==> config.mk <==
export PLATFORM = sky130hd
export DESIGN_NAME = bist_fail_log
export DESIGN_NICKNAME = d
export VERILOG_FILES = /design/src/rtl/bist_pkg.sv /design/src/rtl/bist_fail_fifo.sv /design/src/rtl/bist_fail_log.sv
export SDC_FILE = /design/constraint.sdc
export NUM_CORES = 1
export LEC_CHECK = 0
export CORE_MARGIN = 3
export CORE_UTILIZATION = 55
export DETAILED_ROUTE_END_ITERATION = 10
export GPL_TIMING_DRIVEN = 0
export PLACE_DENSITY = 0.87
export SYNTH_ARGS = -nofsm -noshare
export SYNTH_HDL_FRONTEND = slang
export SYNTH_SLANG_ARGS = --single-unit
==> constraint.sdc <==
create_clock -name clk -period 4.1 [get_ports clk]
set_clock_uncertainty 0.15 [all_clocks]
set_input_delay 0.41 -clock clk [delete_from_list [all_inputs] [get_ports clk]]
set_output_delay 0.41 -clock clk [all_outputs]
set_load 0.02 [all_outputs]
==> src/rtl/bist_pkg.sv <==
// Shared types and default widths for the memory BIST fail logger.
package bist_pkg;

  typedef enum logic {
    ARMED = 1'b0,
    DONE  = 1'b1
  } state_t;

  localparam int BIST_A_WIDTH = 4;
  localparam int BIST_WIDTH   = 4;

  typedef struct packed {
    logic [BIST_A_WIDTH-1:0] addr;
    logic [BIST_WIDTH-1:0]   exp;
    logic [BIST_WIDTH-1:0]   act;
  } fail_entry_t;

endpackage

==> src/rtl/bist_fail_fifo.sv <==
// First-word-fall-through log FIFO; a push into a full FIFO is accepted only alongside a pop.
module bist_fail_fifo
  import bist_pkg::*;
#(
  parameter type entry_t = fail_entry_t,
  parameter int  DEPTH   = 4
) (
  input  logic                     clk,
  input  logic                     rst,
  input  logic                     clear,
  input  logic                     push,
  input  logic                     pop,
  input  entry_t                   din,
  output entry_t                   dout,
  output logic [$clog2(DEPTH):0]   level,
  output logic                     full,
  output logic                     empty
);

  localparam int PW = $clog2(DEPTH);

  entry_t          mem [DEPTH];
  logic [PW-1:0]   wr_ptr;
  logic [PW-1:0]   rd_ptr;
  logic [PW:0]     level_q;
  logic            do_push;
  logic            do_pop;

  assign empty   = (level_q == '0);
  assign full    = (level_q == (PW+1)'(DEPTH));
  assign do_pop  = pop & ~empty & ~clear;
  assign do_push = push & (~full | do_pop) & ~clear;
  assign level   = level_q;
  assign dout    = mem[rd_ptr];

  always_ff @(posedge clk or posedge rst) begin
    if (rst) begin
      wr_ptr  <= '0;
      rd_ptr  <= '0;
      level_q <= '0;
    end else if (clear) begin
      wr_ptr  <= '0;
      rd_ptr  <= '0;
      level_q <= '0;
    end else begin
      if (do_push) wr_ptr <= wr_ptr + 1'b1;
      if (do_pop)  rd_ptr <= rd_ptr + 1'b1;
      case ({do_push, do_pop})
        2'b10:   level_q <= level_q + 1'b1;
        2'b01:   level_q <= level_q - 1'b1;
        default: level_q <= level_q;
      endcase
    end
  end

  // Storage is deliberately left out of reset; only pointers and level matter.
  always_ff @(posedge clk) begin
    if (do_push) mem[wr_ptr] <= din;
  end

endmodule

==> src/rtl/bist_fail_log.sv <==
// Captures BIST compare mismatches into a drainable log with fail count and sticky status.
//   state | meaning
//   ARMED | mismatches are counted and logged; bist_done ends the session
//   DONE  | log frozen for capture, reads still drain it; only clear re-arms
module bist_fail_log
  import bist_pkg::*;
#(
  parameter int A_WIDTH   = BIST_A_WIDTH,
  parameter int WIDTH     = BIST_WIDTH,
  parameter int DEPTH     = 4,
  parameter int CNT_WIDTH = 8
) (
  input  logic                     clk,
  input  logic                     rst,
  input  logic                     clear,
  input  logic                     cmp_valid,
  input  logic                     is_equal,
  input  logic [A_WIDTH-1:0]       cmp_addr,
  input  logic [WIDTH-1:0]         cmp_exp,
  input  logic [WIDTH-1:0]         cmp_act,
  input  logic                     bist_done,
  output logic                     log_valid,
  input  logic                     log_ready,
  output logic [A_WIDTH-1:0]       log_addr,
  output logic [WIDTH-1:0]         log_exp,
  output logic [WIDTH-1:0]         log_act,
  output logic [$clog2(DEPTH):0]   log_level,
  output logic [CNT_WIDTH-1:0]     fail_cnt,
  output logic                     any_fail,
  output logic                     overflow,
  output logic                     session_done
);

  typedef struct packed {
    logic [A_WIDTH-1:0] addr;
    logic [WIDTH-1:0]   exp;
    logic [WIDTH-1:0]   act;
  } entry_t;

  state_t  state;
  entry_t  head;
  entry_t  wr_entry;
  logic    fail_evt;
  logic    pop_req;
  logic    fifo_full;
  logic    fifo_empty;

  assign fail_evt  = cmp_valid & ~is_equal & (state == ARMED);
  assign log_valid = ~fifo_empty;
  assign pop_req   = log_valid & log_ready;
  assign wr_entry  = '{addr: cmp_addr, exp: cmp_exp, act: cmp_act};

  bist_fail_fifo #(
    .entry_t (entry_t),
    .DEPTH   (DEPTH)
  ) u_fifo (
    .clk   (clk),
    .rst   (rst),
    .clear (clear),
    .push  (fail_evt),
    .pop   (pop_req),
    .din   (wr_entry),
    .dout  (head),
    .level (log_level),
    .full  (fifo_full),
    .empty (fifo_empty)
  );

  // Stale storage must never leak onto the read port while the log is empty.
  assign log_addr = log_valid ? head.addr : '0;
  assign log_exp  = log_valid ? head.exp  : '0;
  assign log_act  = log_valid ? head.act  : '0;

  always_ff @(posedge clk or posedge rst) begin
    if (rst) begin
      state        <= ARMED;
      fail_cnt     <= '0;
      any_fail     <= 1'b0;
      overflow     <= 1'b0;
      session_done <= 1'b0;
    end else if (clear) begin
      state        <= ARMED;
      fail_cnt     <= '0;
      any_fail     <= 1'b0;
      overflow     <= 1'b0;
      session_done <= 1'b0;
    end else begin
      if (fail_evt) begin
        if (fail_cnt != '1) fail_cnt <= fail_cnt + 1'b1;
        any_fail <= 1'b1;
        if (fifo_full & ~pop_req) overflow <= 1'b1;
      end
      case (state)
        ARMED: begin
          if (bist_done) begin
            state        <= DONE;
            session_done <= 1'b1;
          end
        end
        DONE:    state <= DONE;
        default: state <= ARMED;
      endcase
    end
  end

endmodule

==> impl_metrics.tcl <==
set metrics [dict create \
    synth_nets 222 \
    finalWorstSetupSlack_ns 1.05 \
    syn_area_per_cell_um2 14.8 \
    critPathArrivalTime_ns 2.49 \
    holdWs_ns 0.348 \
    viasPerCell 5.53 \
    rsz0062_at_grt "no" \
    grt_max_degree 20 \
    initial_utilization 0.592 \
    tns_ns 0 \
    worst_slew_pin_slew_ns 0.731 \
    via_count 1787 \
    rows 25 \
    crit_path_max_incr_delay_ns 0.54 \
    synthToLayoutAreaGrowth_pct 24.1 \
    cts_setup_buffers 0 \
    leakage_nw 1.29 \
    finalHoldViolCount 0 \
    drt_first_pass_iters 4 \
    peakVddDrop_mv 0.286 \
    outcome "finished, final reports clean" \
    max_slew_margin 0.512 \
    port_buffers 45 \
    overflow 0 \
    critPathBufInv 3 \
    ff2ff_path_depth 7 \
    diodes 0 \
    drive_gt1_frac 0.121 \
    die_h_um 78.9 \
    cts_root_buf "clkbuf_8" \
    p_total_mw 1.36 \
    syn-cell-area_mm2 0.00292 \
    drt-initial-drc-count 122 \
    synth-seq-area-share 0.656 \
    cp_max_fo 10 \
    finalCritPeriodShare 0.743 \
    hp-class "input pin to async pin" \
    drc 0 \
    ant_nets 0 \
    critical_path_class "register to output port" \
    ctsHoldBuffers 0 \
    cp-end-kind "output port" \
    synth_seq_cells 67 \
    die-area_mm2 0.00623 \
    wirelength_mm 5.17 \
    antenna_found_initial 0 \
    layout_min_cycle_time_ns 3.05 \
    track_usage 0.187 \
    grt_pass1_wl_mm 8.74 \
    h-tree-depth 3 \
    path_clk_slew_ns 0.06 \
    syn-instance-count 197 \
    cp.required_ns 3.54 \
    cp.depth 5 \
    ios 46 \
    clockBufferDepth 2 \
    core_area_mm2 0.00494 \
    path_cells "clkbuf_1 > buf_4 > mux4_2 > and2_1 > clkdlybuf4s50_1" \
    fmaxAchievable_mhz 328 \
    worstSetupStartpointType "register" \
    crit_slowest_cell "clkdlybuf4s50_1" \
    cts.repair.resized 0 \
    cts_num_sinks 67 \
    first_global_vias 1812 \
    p_per_area_mw_per_mm2 374 \
    synth_cell_types 41 \
    dp.final_hpwl_mm 3.57 \
    die_w_um 78.9 \
    post_drt_wl_per_cell_um 16.0 \
    cap_violations 0 \
    cts-buffers-inserted 9 \
    setup_viol 0 \
    gp_congestion 0.792 \
    yosysWarnings 0 \
    clk_latency_ns 0.32 \
    cts_tree "done" \
    drv_slew 0 \
    fin_nets 278 \
    cp_top_family "buffers and inverters" \
    pre_cts_ws_ns 0.924 \
]
==> Yosys cell counts, drive strengths merged <==
cell	count	area share
edfxtp	48	0.49
dfrtp	19	0.16
nor2	19	0.024
and2	17	0.036
mux4	12	0.092
a21oi	7	0.012
clkbuf	6	0.0077
inv	6	0.0077
nand2	6	0.0077
nand3	6	0.010
ha	5	0.021
nor3	5	0.0086
o21ai	5	0.0086
buf	4	0.0068
xor2	4	0.012
a31oi	2	0.0043
mux2i	2	0.0068
nand4	2	0.0064
or3	2	0.0043
or4	2	0.0051
xnor2	2	0.0086
a311oi	1	0.0030
and3	1	0.0021
fa	1	0.0068
mux2	1	0.0039
nand2b	1	0.0021
nand4bb	1	0.0039
nor3b	1	0.0064
nor4	1	0.0021
nor4b	1	0.0030
o2111ai	1	0.0030
o211ai	1	0.0026
o21a	1	0.0026
o221ai	1	0.0030
o31ai	1	0.0026
o41ai	1	0.0030
or3b	1	0.0030
==> stage by stage <==
stage	std cells	util	cell area, µm²
finish	323	0.734	3630
global route	323	0.734	3630
CTS	323	0.734	3630
detailed placement	309	0.700	3460
global placement	309	0.700	3460
floorplan	197	-	2920
==> cell usage in the layout (no fill, tap or decap), types with 2 or more instances in the layout <==
| cell type | instances |
|---|---|
| mux4_2 | 12 |
| or4_1 | 2 |
| clkinv_2 | 2 |
| mux2i_1 | 2 |
| a21oi_1 | 7 |
| nor3_1 | 5 |
| inv_1 | 6 |
| clkdlybuf4s50_1 | 45 |
| nand2_1 | 6 |
| xor2_1 | 4 |
| nor2_1 | 19 |
| buf_1 | 2 |
| nand3_1 | 6 |
| clkbuf_8 | 9 |
| dfrtp_1 | 19 |
| ha_1 | 5 |
| clkbuf_1 | 7 |
| edfxtp_1 | 48 |
| or3_1 | 2 |
| o21ai_0 | 5 |
| and2_1 | 17 |
| a31oi_1 | 2 |
==> flip-flops by register name (all words and copies together), names as in the netlist <==
signal,count
u_fifo.mem,48
fail_cnt,8
u_fifo.level,3
u_fifo.rd_ptr,2
u_fifo.wr_ptr,2
any_fail,1
overflow,1
session_done,1
state,1
==> per-layer routing <==
metal | global-route usage | vias up | wire (µm)
met3 | 0.0510 | 6 | 205
li1 | - | 851 | -
met2 | 0.301 | 52 | 2680
met5 | 0 | - | 0
met4 | 0.0670 | 0 | 63
met1 | 0.249 | 878 | 2220
==> cell type report <==
type                       count  area [µm²]
buffer                        10        42.5
clock buffer                  10         128
clock inverter                 4        43.8
fill                         340        1310
inverter                       6        22.5
multi-input combinational    114         942
sequential                    67        1920
tap                           67        83.8
timing repair buffer          45         450
==> cell families (layout without fill, tap and decap cells) <==
family | Yosys count | after routing | synth area share
muxes | 15 | 15 | 0.103
xor gates and xnor gates | 6 | 6 | 0.0205
buffers and inverters | 16 | 75 | 0.0222
AOI/OAI and AO/OA | 21 | 21 | 0.0445
and+or+nand+nor | 66 | 66 | 0.126
adders and majority gates | 6 | 6 | 0.0282
DFF | 67 | 67 | 0.656
==> worst paths after layout <==
check / startpoint / endpoint / slack [ns]
max: u_fifo.rd_ptr[0]$_DFFE_PP0P_ / log_exp[1] / 1.05
min: rst / state$_DFF_PP0_ / 0.35
max reg2reg: u_fifo.level[1]$_DFFE_PP0P_ / u_fifo.level[2]$_DFFE_PP0P_ / 1.36
min reg2reg: any_fail$_DFFE_PP0P_ / any_fail$_DFFE_PP0P_ / 0.35
max in group asynchronous: rst / fail_cnt[6]$_DFFE_PP0P_ / 2.98
min in group clk: any_fail$_DFFE_PP0P_ / any_fail$_DFFE_PP0P_ / 0.35
==> power breakdown <==
part           internal, mW  switching [mW]  total, mW
Clock                 0.270           0.221      0.491
Combinational        0.0589          0.0608      0.120
Sequential            0.738         0.00757      0.745
(Power assumes the default switching activity.)
